[src/rtl/gcm_aes_input_sequencer.sv]
// Sequences one GCM instance into the core: captures key/IV/sizes, then
// forwards AAD blocks followed by plaintext blocks with per-block flags.
module gcm_aes_input_sequencer #(
   parameter int unsigned SIZE_W = 64
) (
   input  logic              clk,
   input  logic              rst,
   input  logic              cfg_valid,
   output logic              cfg_ready,
   input  logic [0:127]      cfg_key,
   input  logic [0:95]       cfg_iv,
   input  logic [0:SIZE_W-1] cfg_aad_blocks,
   input  logic [0:SIZE_W-1] cfg_pt_blocks,
   input  logic              in_valid,
   output logic              in_ready,
   input  logic [0:127]      in_data,
   output logic              o_valid,
   output logic              o_new_instance,
   output logic              o_pt_instance,
   output logic [0:127]      o_cipher_key,
   output logic [0:95]       o_iv,
   output logic [0:127]      o_aad,
   output logic [0:127]      o_plain_text,
   output logic [0:SIZE_W-1] o_aad_size,
   output logic [0:SIZE_W-1] o_plain_text_size,
   output logic              o_instance_done
);

   localparam int unsigned BLK_W = 128;
   localparam int unsigned IV_W  = 96;

   typedef enum logic [1:0] {S_IDLE, S_AAD, S_PT, S_DONE} state_t;

   state_t             r_state, w_state_nxt;
   logic [SIZE_W-1:0]  r_aad_cnt, w_aad_cnt_nxt;
   logic [SIZE_W-1:0]  r_pt_cnt, w_pt_cnt_nxt;
   logic               r_first, w_first_nxt;
   logic               r_valid, w_valid_nxt;
   logic               r_new, w_new_nxt;
   logic               r_pt, w_pt_nxt;
   logic [BLK_W-1:0]   r_aad, w_aad_nxt;
   logic [BLK_W-1:0]   r_plain, w_plain_nxt;
   logic               r_done, w_done_nxt;
   logic [BLK_W-1:0]   r_key;
   logic [IV_W-1:0]    r_iv;
   logic [SIZE_W-1:0]  r_aad_size;
   logic [SIZE_W-1:0]  r_pt_size;
   logic               w_cfg_fire;

   assign cfg_ready  = (r_state == S_IDLE) && !rst;
   assign in_ready   = (r_state == S_AAD) || (r_state == S_PT);
   assign w_cfg_fire = cfg_valid && (r_state == S_IDLE);

   // Next-state and next-output logic
   always_comb begin
      w_state_nxt   = r_state;
      w_aad_cnt_nxt = r_aad_cnt;
      w_pt_cnt_nxt  = r_pt_cnt;
      w_first_nxt   = r_first;
      w_valid_nxt   = 1'b0;
      w_new_nxt     = 1'b0;
      w_pt_nxt      = 1'b0;
      w_aad_nxt     = '0;
      w_plain_nxt   = '0;
      w_done_nxt    = 1'b0;
      case (r_state)
         S_IDLE: begin
            if (cfg_valid) begin
               w_aad_cnt_nxt = cfg_aad_blocks;
               w_pt_cnt_nxt  = cfg_pt_blocks;
               w_first_nxt   = 1'b1;
               if (cfg_aad_blocks != '0) begin
                  w_state_nxt = S_AAD;
               end else if (cfg_pt_blocks != '0) begin
                  w_state_nxt = S_PT;
               end else begin
                  // Empty instance: emit a single blank block so a tag is still produced
                  w_state_nxt = S_DONE;
                  w_valid_nxt = 1'b1;
                  w_new_nxt   = 1'b1;
                  w_first_nxt = 1'b0;
               end
            end
         end
         S_AAD: begin
            if (in_valid) begin
               w_valid_nxt = 1'b1;
               w_new_nxt   = r_first;
               w_first_nxt = 1'b0;
               w_aad_nxt   = in_data;
               if (r_aad_cnt != '0) w_aad_cnt_nxt = r_aad_cnt - SIZE_W'(1);
               if (r_aad_cnt <= SIZE_W'(1)) begin
                  w_state_nxt = (r_pt_cnt != '0) ? S_PT : S_DONE;
               end
            end
         end
         S_PT: begin
            if (in_valid) begin
               w_valid_nxt = 1'b1;
               w_new_nxt   = r_first;
               w_first_nxt = 1'b0;
               w_pt_nxt    = 1'b1;
               w_plain_nxt = in_data;
               if (r_pt_cnt != '0) w_pt_cnt_nxt = r_pt_cnt - SIZE_W'(1);
               if (r_pt_cnt <= SIZE_W'(1)) w_state_nxt = S_DONE;
            end
         end
         S_DONE: begin
            w_done_nxt  = 1'b1;
            w_state_nxt = S_IDLE;
         end
         default: w_state_nxt = S_IDLE;
      endcase
   end

   // State, counters, captured config and registered outputs
   always_ff @(posedge clk or posedge rst) begin
      if (rst) begin
         r_state    <= S_IDLE;
         r_aad_cnt  <= '0;
         r_pt_cnt   <= '0;
         r_first    <= 1'b0;
         r_valid    <= 1'b0;
         r_new      <= 1'b0;
         r_pt       <= 1'b0;
         r_aad      <= '0;
         r_plain    <= '0;
         r_done     <= 1'b0;
         r_key      <= '0;
         r_iv       <= '0;
         r_aad_size <= '0;
         r_pt_size  <= '0;
      end else begin
         r_state   <= w_state_nxt;
         r_aad_cnt <= w_aad_cnt_nxt;
         r_pt_cnt  <= w_pt_cnt_nxt;
         r_first   <= w_first_nxt;
         r_valid   <= w_valid_nxt;
         r_new     <= w_new_nxt;
         r_pt      <= w_pt_nxt;
         r_aad     <= w_aad_nxt;
         r_plain   <= w_plain_nxt;
         r_done    <= w_done_nxt;
         if (w_cfg_fire) begin
            r_key      <= cfg_key;
            r_iv       <= cfg_iv;
            r_aad_size <= cfg_aad_blocks;
            r_pt_size  <= cfg_pt_blocks;
         end
      end
   end

   assign o_valid           = r_valid;
   assign o_new_instance    = r_new;
   assign o_pt_instance     = r_pt;
   assign o_aad             = r_aad;
   assign o_plain_text      = r_plain;
   assign o_instance_done   = r_done;
   assign o_cipher_key      = r_key;
   assign o_iv              = r_iv;
   assign o_aad_size        = r_aad_size;
   assign o_plain_text_size = r_pt_size;

endmodule
[config.mk]
export PLATFORM = sky130hd
export DESIGN_NAME = gcm_aes_input_sequencer
export DESIGN_NICKNAME = d
export VERILOG_FILES = /design/src/rtl/gcm_aes_input_sequencer.sv
export SDC_FILE = /design/constraint.sdc
export NUM_CORES = 1
export LEC_CHECK = 0
export ABC_AREA = 1
export BUFFER_PORTS_ARGS = -buffer_cell sky130_fd_sc_hd__buf_2
export CAP_MARGIN = 20
export CORE_AREA = 2 2 429 431
export CTS_CLUSTER_SIZE = 8
export DETAILED_ROUTE_END_ITERATION = 8
export DIE_AREA = 0 0 431 433
export GPL_TIMING_DRIVEN = 0
export SYNTH_ARGS = -nofsm -noshare
export SYNTH_HDL_FRONTEND = slang
export SYNTH_SLANG_ARGS = --single-unit
export TNS_END_PERCENT = 5
[constraint.sdc]
create_clock -name clk -period 23.3 [get_ports clk]
set_input_delay 2.33 -clock clk [delete_from_list [all_inputs] [get_ports clk]]
set_output_delay 2.33 -clock clk [all_outputs]
set_load 0.01 [all_outputs]
After elaboration in Yosys (flattened, before gate mapping)
Index checks and enable logic that the tools add are counted.
Word-level totals
  output and inout port bits: 614
  register bits after elaboration: 743
Cells by class
  add/sub/neg operators: 2
  reductions and logical operators: 17
  order comparisons: 2
  mux-type cells: 34
  eq/ne operators: 11
Operators with widths (count)
  2-to-1 mux 128 bit: 3
  2-to-1 mux 64 bit: 6
  one-hot mux 64 bit (2 select lines): 2
  nonzero test 64 bit: 4
  <= comparator 64 x 1 -> 1 bit (second input constant): 2
  subtractor 64 x 1 -> 64 bit (second input constant): 2
  2-to-1 mux 1 bit: 13
  2-to-1 mux 2 bit: 6
  inequality test 2 x 1 -> 1 bit (second input constant): 5
  one-hot mux 2 bit (4 select lines): 1
  AND reduction 4 bit: 2
  inequality test 2 bit (second input constant): 3
  one-hot mux 1 bit (2 select lines): 3
  nonzero test 2 bit: 3
  AND reduction 5 bit: 1
  equality test 2 bit (second input constant): 2
  AND reduction 3 bit: 1
  equality test 2 x 1 -> 1 bit (second input constant): 1
  logical AND 1 bit: 2
  logical NOT 2 bit: 1
  OR reduction 2 bit: 1
  logical NOT 1 bit: 1
  logical OR 1 bit: 1

Depth between registers and ports, before layout
Gate-level depths: netlist (run 1).
  depth after elaboration: 5
  gate-level depth with buffers: 13
  gate-level depth less buffers: 13

Least setup slack after synthesis (run 1)
No wires, ideal clock.
  path type: input -> output
  start point: input rst
  end point: output cfg_ready
  arrival: 2.499 ns
  slack: 18.471 ns
  stages on the path: 1
  cells stage by stage: nor2_1
On the way
  longest elaborated chain between the ends: 2
RTL lines
  start: declaration: line 7  | input logic rst,
  logical NOT 1 bit (no source line)
  logical AND 1 bit: line 50  | assign cfg_ready = (r_state == S_IDLE) && !rst;
  end: declaration: line 9  | output logic cfg_ready,
Every way passes these cells.

Final worst setup path (run 1)
Ends and elaborated chain as after synthesis.

==> results.tsv, run 1 <==
stage	metric	value	unit
die	core_area	182000	µm²
placement	port_buffers	1097	
cts	clk_latency	790	ps
layout	syn2layout_area_growth	36.6	%
grt	grt_use_total	0.205	
cts	cts.sinks	743	
sta	timing.hold.ws	470	ps
sta	fmax	0.191	GHz
critical_path	slowest_stage	buf_2	
synthesis	syn_nets	4611	
critical_path	crit_type	in2out	
cts	clkTransAtPathRegs	50	ps
die	initial_utilization	0.178	
sta	skew	87.2	ps
synthesis	yosysWarnings	0	
layout	finish.utilization	0.243	
sta	period_share	0.225	
grt	grt_max_degree	129	
power_and_ir_drop	cellLeakagePower	24.3	nW
synthesis	seq_area_frac_synth	0.573	
detailed_routing	drt-initial-drc-count	3142	
synthesis	synth_area	32400	µm²
power_and_ir_drop	p_seq_frac	0.350	
run	cap_viol_max_count	0	
detailed_routing	wl_per_cell	25.7	µm
detailed_routing	wirelength	200000	µm
die	dieArea	187000	µm²
grt	grt_overflow	0	
critical_path	path_cells	buf_2 > nor2_1 > buf_2	
critical_path	cp-end-kind	output port	
die	rows	157	
grt	grt_pass1_vias	31686	
synthesis	synth_edf_count	0	
detailed_routing	viasPerCell	4.28	
power_and_ir_drop	intPower	0.00333	W
run_status	outcome	finished clean	
sta	min_period	5240	ps
synthesis	synth_cell_types	36	
power_and_ir_drop	p_clk_frac	0.246	
hold_path	min_path_type	reg2reg	
detailed_routing	vias	33416	
sta	setup_viol	0	
die	die_h	433	µm
synthesis	yosysTopAreaCell	dfrtp_1	
cts	cts_tree	yes	
power_and_ir_drop	peakVddDrop	0.0683	mV
detailed_routing	firstDrtPassIters	6	
synthesis	synth.area.top_cells	dfrtp_1 (57%), nand2_1 (18%), nor2_1 (7.2%), inv_1 (5.2%), o21ai_0 (3.5%)	
sta	fin_setup_tns	0	ps
critical_path	cp_num_buf_inv	2	
cts	cts-root-buf	clkbuf_16	
critical_path	crit_family	buffers and inverters	
cts	cts-buffers-inserted	107	
cts	ctsHoldBuffers	0	
critical_path	start_kind	input pin	
die	ios	1098	
cts	cts_max_level	3	
cts	cts_resized	0	
layout	nets	5824	
synthesis	syn_avg_cell_area	7.88	µm²
synthesis	synth.top_cells.by_count	nand2_1 (1523), dfrtp_1 (743), nor2_1 (619)	
synthesis	postSynthCellCount	4118	
sta	relSlewSlack	0.176	
layout	final_cells	7806	
sta	tightestPinTransition	1240	ps
critical_path	cp.required	20970	ps
sta	grt_setup_unrepaired	no	
synthesis	synth_top_area_frac	0.573	
layout	layout-drive-gt1-share	0.245	
detailed_routing	drc	0	
power_and_ir_drop	power_density	136	nW/µm²
sta	drv_slew	0	
power_and_ir_drop	p_sw	0.00271	W
critical_path	slowest_delay	190	ps
synthesis	yosys_register_bits	743	
critical_path	crit_arrival	2910	ps
placement	place_hpwl	168000	µm
cts	cts_setup_buffers	0	
grt	antenna_found_initial	66	
critical_path	critical_path_peak_fanout	2	
synthesis	post-synth-top-count-cell	nand2_1	
sta	finalHoldViolCount	0	
placement	dp.cells	7607	
grt	grt_pass1_wl	264000	µm
power_and_ir_drop	p_comb_frac	0.405	
cts	clockBufferDepth	3	
power_and_ir_drop	swShare	0.449	
synthesis	synthArstFlopShare	1.00	
die	fp.dieW	431	µm
placement	place.gp.congestion	0.954	
detailed_routing	antenna_left	0	
synthesis	synth-main-ff-cell	dfrtp_1	
critical_path	worst_path_most_repeated_cell	buf_2	
worst paths after layout:
path	startpoint	to	slack [ps]	cells after the start
max	rst	cfg_ready	18060	3
min	o_aad_size[62]	o_aad_size[62]	470	2
max reg2reg	r_state[0]	o_plain_text[69]	20070	7
min reg2reg	o_aad_size[62]	o_aad_size[62]	470	2
max in group asynchronous	rst	o_cipher_key[75]	19670	4
min in group asynchronous	rst	o_valid	1750	2
tightest hold or removal path, stage by stage (launching register included):
cell     delay [ps]
dfrtp_1         330
nand2_1          50
nand2_1          60
area by class of cell:
class / instances / area (µm²)
clock buffer: 119 / 2780
fill: 20203 / 138000
inverter: 457 / 1730
tap: 2385 / 2980
buffer: 161 / 743
multi-input combinational: 2757 / 11400
timing repair buffer: 1104 / 5670
clock inverter: 13 / 249
sequential: 743 / 18600
antenna: 67 / 168
cells by family (layout without fill, tap and decap cells):
logic type,after synthesis,after routing,synth area share
AND/OR/NAND/NOR,2396,2396,0.291
flip-flops,743,743,0.573
buffers and inverters,618,1854,0.0757
AO/OA/AOI/OAI,338,338,0.0531
XOR/XNOR,14,14,0.00378
adder cells (fa/ha/maj),9,9,0.00347
other,0,67,0
metal layers:
metal / vias to the layer above / wire length, µm / part of all wire / GRT usage
met5: - / 61 / 0.00030 / 0
met4: 10 / 9320 / 0.046 / 0.0980
met3: 276 / 26400 / 0.13 / 0.104
met2: 1715 / 84400 / 0.42 / 0.292
met1: 16443 / 80200 / 0.40 / 0.254
li1: 14972 / - / - / -
placed cells by master, fill, tap and decap left out, types with 2 or more instances in the layout:
cell type and count:
nand2_2 5, inv_2 2, clkbuf_16 107, clkinv_2 3, a21oi_2 4, and2_1 4
a22oi_1 2, dfrtp_1 743, nand2_1 1523, a21oi_1 32, nor3b_1 3, o22ai_1 2
buf_1 3, clkinvlp_4 2, nor2_2 24, buf_2 1114, o21ai_1 67, xor2_1 14
inv_1 452, buf_16 6, ha_1 9, o21ai_0 228, nand3_1 179, diode_2 67
buf_6 13, nand3b_1 2, buf_8 2, nor3_1 8, nor2_1 619, clkbuf_1 128
clkbuf_8 6, nand4_1 21, clkbuf_2 4, clkinv_16 6, nor2_4 5
power groups by stage:
stage | Sequential (W) | Combinational (W) | Clock (W)
finish | 0.00211 | 0.00245 | 0.00148
detailed placement | 0.00211 | 0.00244 | 0
CTS | 0.00210 | 0.00245 | 0.00151
global placement | 0.00210 | 0.00242 | 0
global route | 0.00216 | 0.00270 | 0.00156
floorplan | 0.00219 | 0.00110 | 0
sequential cells by signal, indices dropped and copies added, names as in the netlist:
| name | count |
|---|---|
| o_iv | 96 |
| o_aad | 128 |
| r_aad_cnt | 64 |
| o_plain_text | 128 |
| o_plain_text_size | 64 |
| o_aad_size | 64 |
| o_new_instance | 1 |
| o_instance_done | 1 |
| o_cipher_key | 128 |
| o_valid | 1 |
| r_pt_cnt | 64 |
| r_state | 2 |
| o_pt_instance | 1 |
| r_first | 1 |
stage by stage:
| stage | cell area (µm²) | setup WS [ps] | power (W) |
|---|---|---|---|
| 6_report | 44300 | 18060 | 0.00604 |
| 5_1_grt | 44300 | 18050 | 0.00641 |
| 4_1_cts | 44100 | 18040 | 0.00606 |
| 3_5_place_dp | 41100 | 18050 | 0.00455 |
| 3_3_place_gp | 40900 | -10160 | 0.00452 |
| 2_1_floorplan | 32400 | 121 | 0.00329 |
Power figures use the tool's default switching activity.
==> run 2, diff against run 1 <==
Clock period 23.3 ns to 4.5 ns, I/O delays scaled along.
==> results.tsv, run 2 (same netlist as run 1, synthesis figures left out) <==
stage	metric	value	unit
detailed_routing	wl_per_cell	24.2	µm
die	fp.dieW	431	µm
critical_path	start_kind	register	
grt	grt_use_total	0.203	
detailed_routing	firstDrtPassIters	8	
critical_path	crit_family	buffers and inverters	
placement	port_buffers	1097	
grt	grt_overflow	0	
layout	finish.utilization	0.265	
critical_path	cp.required	5050	ps
layout	final_cells	8156	
critical_path	worstReg2RegStart	r_state[0]	
die	initial_utilization	0.178	
run	cap_viol_max_count	0	
sta	min_period	3240	ps
cts	cts_tree	yes	
critical_path	path_cells	inv_1 > ha_1 > clkbuf_1 > nand2_1 > clkbuf_1 > clkbuf_1 > nor2_1	
critical_path	cp-end-kind	register	
critical_path	slowest_delay	980	ps
cts	cts-root-buf	clkbuf_16	
sta	skew	50.5	ps
critical_path	slowest_stage	clkbuf_1	
grt	grt_pass1_vias	34348	
layout	syn2layout_area_growth	48.7	%
detailed_routing	drt-initial-drc-count	3353	
sta	fmax	0.308	GHz
placement	place.gp.congestion	0.999	
sta	relSlewSlack	0.148	
critical_path	worst_path_most_repeated_cell	clkbuf_1	
die	die_h	433	µm
layout	fill_cells	19730	
detailed_routing	drc	0	
sta	setup_viol	0	
placement	dp.cells	7622	
power_and_ir_drop	cellLeakagePower	26.0	nW
layout	multi_input_area	11400	µm²
grt	grt_max_degree	44	
layout	final_cell_mix	nand2_1 (1523), buf_2 (1114), dfrtp_1 (743)	
layout	area.sequential	18600	µm²
sta	finalHoldViolCount	0	
grt	antenna_found_initial	45	
die	dieArea	187000	µm²
die	core_area	182000	µm²
detailed_routing	viasPerCell	4.30	
power_and_ir_drop	peakVddDrop	0.372	mV
cts	cts.sinks	743	
layout	nets	6208	
layout	final_cell_area	48200	µm²
critical_path	crit_arrival	3800	ps
placement	place_hpwl	163000	µm
critical_path	startpoint	r_state[0]	
die	ios	1098	
layout	final_common_cell	nand2_1	
placement	postPlaceCellArea	41400	µm²
power_and_ir_drop	power_density	653	nW/µm²
layout	layout-drive-gt1-share	0.231	
sta	drv_slew	0	
critical_path	cp_num_buf_inv	4	
hold_path	worstHoldStart	cfg_aad_blocks[35]	
critical_path	crit_type	reg2reg	
cts	cts_max_level	3	
grt	grt_pass1_wl	265000	µm
run_status	outcome	finished clean	
hold_path	min_path_type	in2reg	
power_and_ir_drop	finalPower	0.0315	W
sta	tightestPinTransition	1280	ps
detailed_routing	wirelength	198000	µm
detailed_routing	vias	35071	
cts	cts-buffers-inserted	108	
cts	clockBufferDepth	3	
detailed_routing	antenna_left	0	
cts	clk_latency	750	ps
critical_path	critical_path_peak_fanout	10	
cts	clkTransAtPathRegs	50	ps
sta	grt_setup_unrepaired	no	
die	rows	157	
sta	period_share	0.721	
run 2: cell types whose count changed in the layout (fill, tap and decap cells not counted):
cell	change
buf_12	+21
buf_16	-6
bufinv_16	+4
clkbuf_16	+1
clkbuf_2	+1
clkbuf_8	-1
clkinv_16	-3
clkinv_2	+1
clkinvlp_4	-1
diode_2	-36
dlygate4sd3_1	+368
inv_16	+2
inv_8	-1
run 2: path summary, 6_finish.rpt:
kind | cells past startpoint | slack, ps | endpoint
max in group asynchronous | 8 | 2410 | o_iv[82]
min reg2reg | 2 | 470 | o_aad_size[26]
max reg2reg | 7 | 1260 | o_plain_text[76]
min in group asynchronous | 3 | 390 | o_cipher_key[84]
min | 3 | 60 | o_aad_size[35]
max | 7 | 1260 | o_plain_text[76]
run 2: power by group:
part	internal [W]	total (W)	switching [W]
clock network	0.00463	0.00791	0.00328
logic	0.00399	0.0127	0.00866
registers	0.00909	0.0109	0.00182
run 2: repair_timing:
item,4_1_cts,5_1_grt
buffers inserted,0,0
hold buffers,368,0
hold endpoints to repair,449,0
setup endpoints to repair,0,0
resized for setup,0,0
run 2: stage by stage:
step	setup WS [ps]	setup TNS, ps	hold WS [ps]
global placement	-11620	-8354970	458
global route	1210	0	21.0
CTS	1220	0	0.112
floorplan	-6130	-4557150	467
finish	1260	0	58.9
detailed placement	1230	0	462
run 2: layer usage:
metal / global-route usage / part of all wire
met5: 0.0268 / 0.0039
met4: 0.0939 / 0.052
met3: 0.0993 / 0.13
met2: 0.301 / 0.43
met1: 0.243 / 0.39
run 2: worst reg2reg max path: cells and delay by family, from the launching register on:
| family | cells | cell delay, ps |
|---|---|---|
| buf+inv | 4 | 1860 |
| simple gates | 2 | 590 |
| flops | 1 | 400 |
| fa+ha+maj | 1 | 200 |
run 2: layout make-up:
cell class	count	share of cell area
Sequential cell	743	0.386
Inverter	457	0.0357
Multi-Input combinational cell	2757	0.236
Antenna cell	31	0.00161
Timing Repair Buffer	1487	0.199
Buffer	161	0.0154
Clock buffer	120	0.0580
Clock inverter	15	0.00641
Tap cell	2385	0.0619
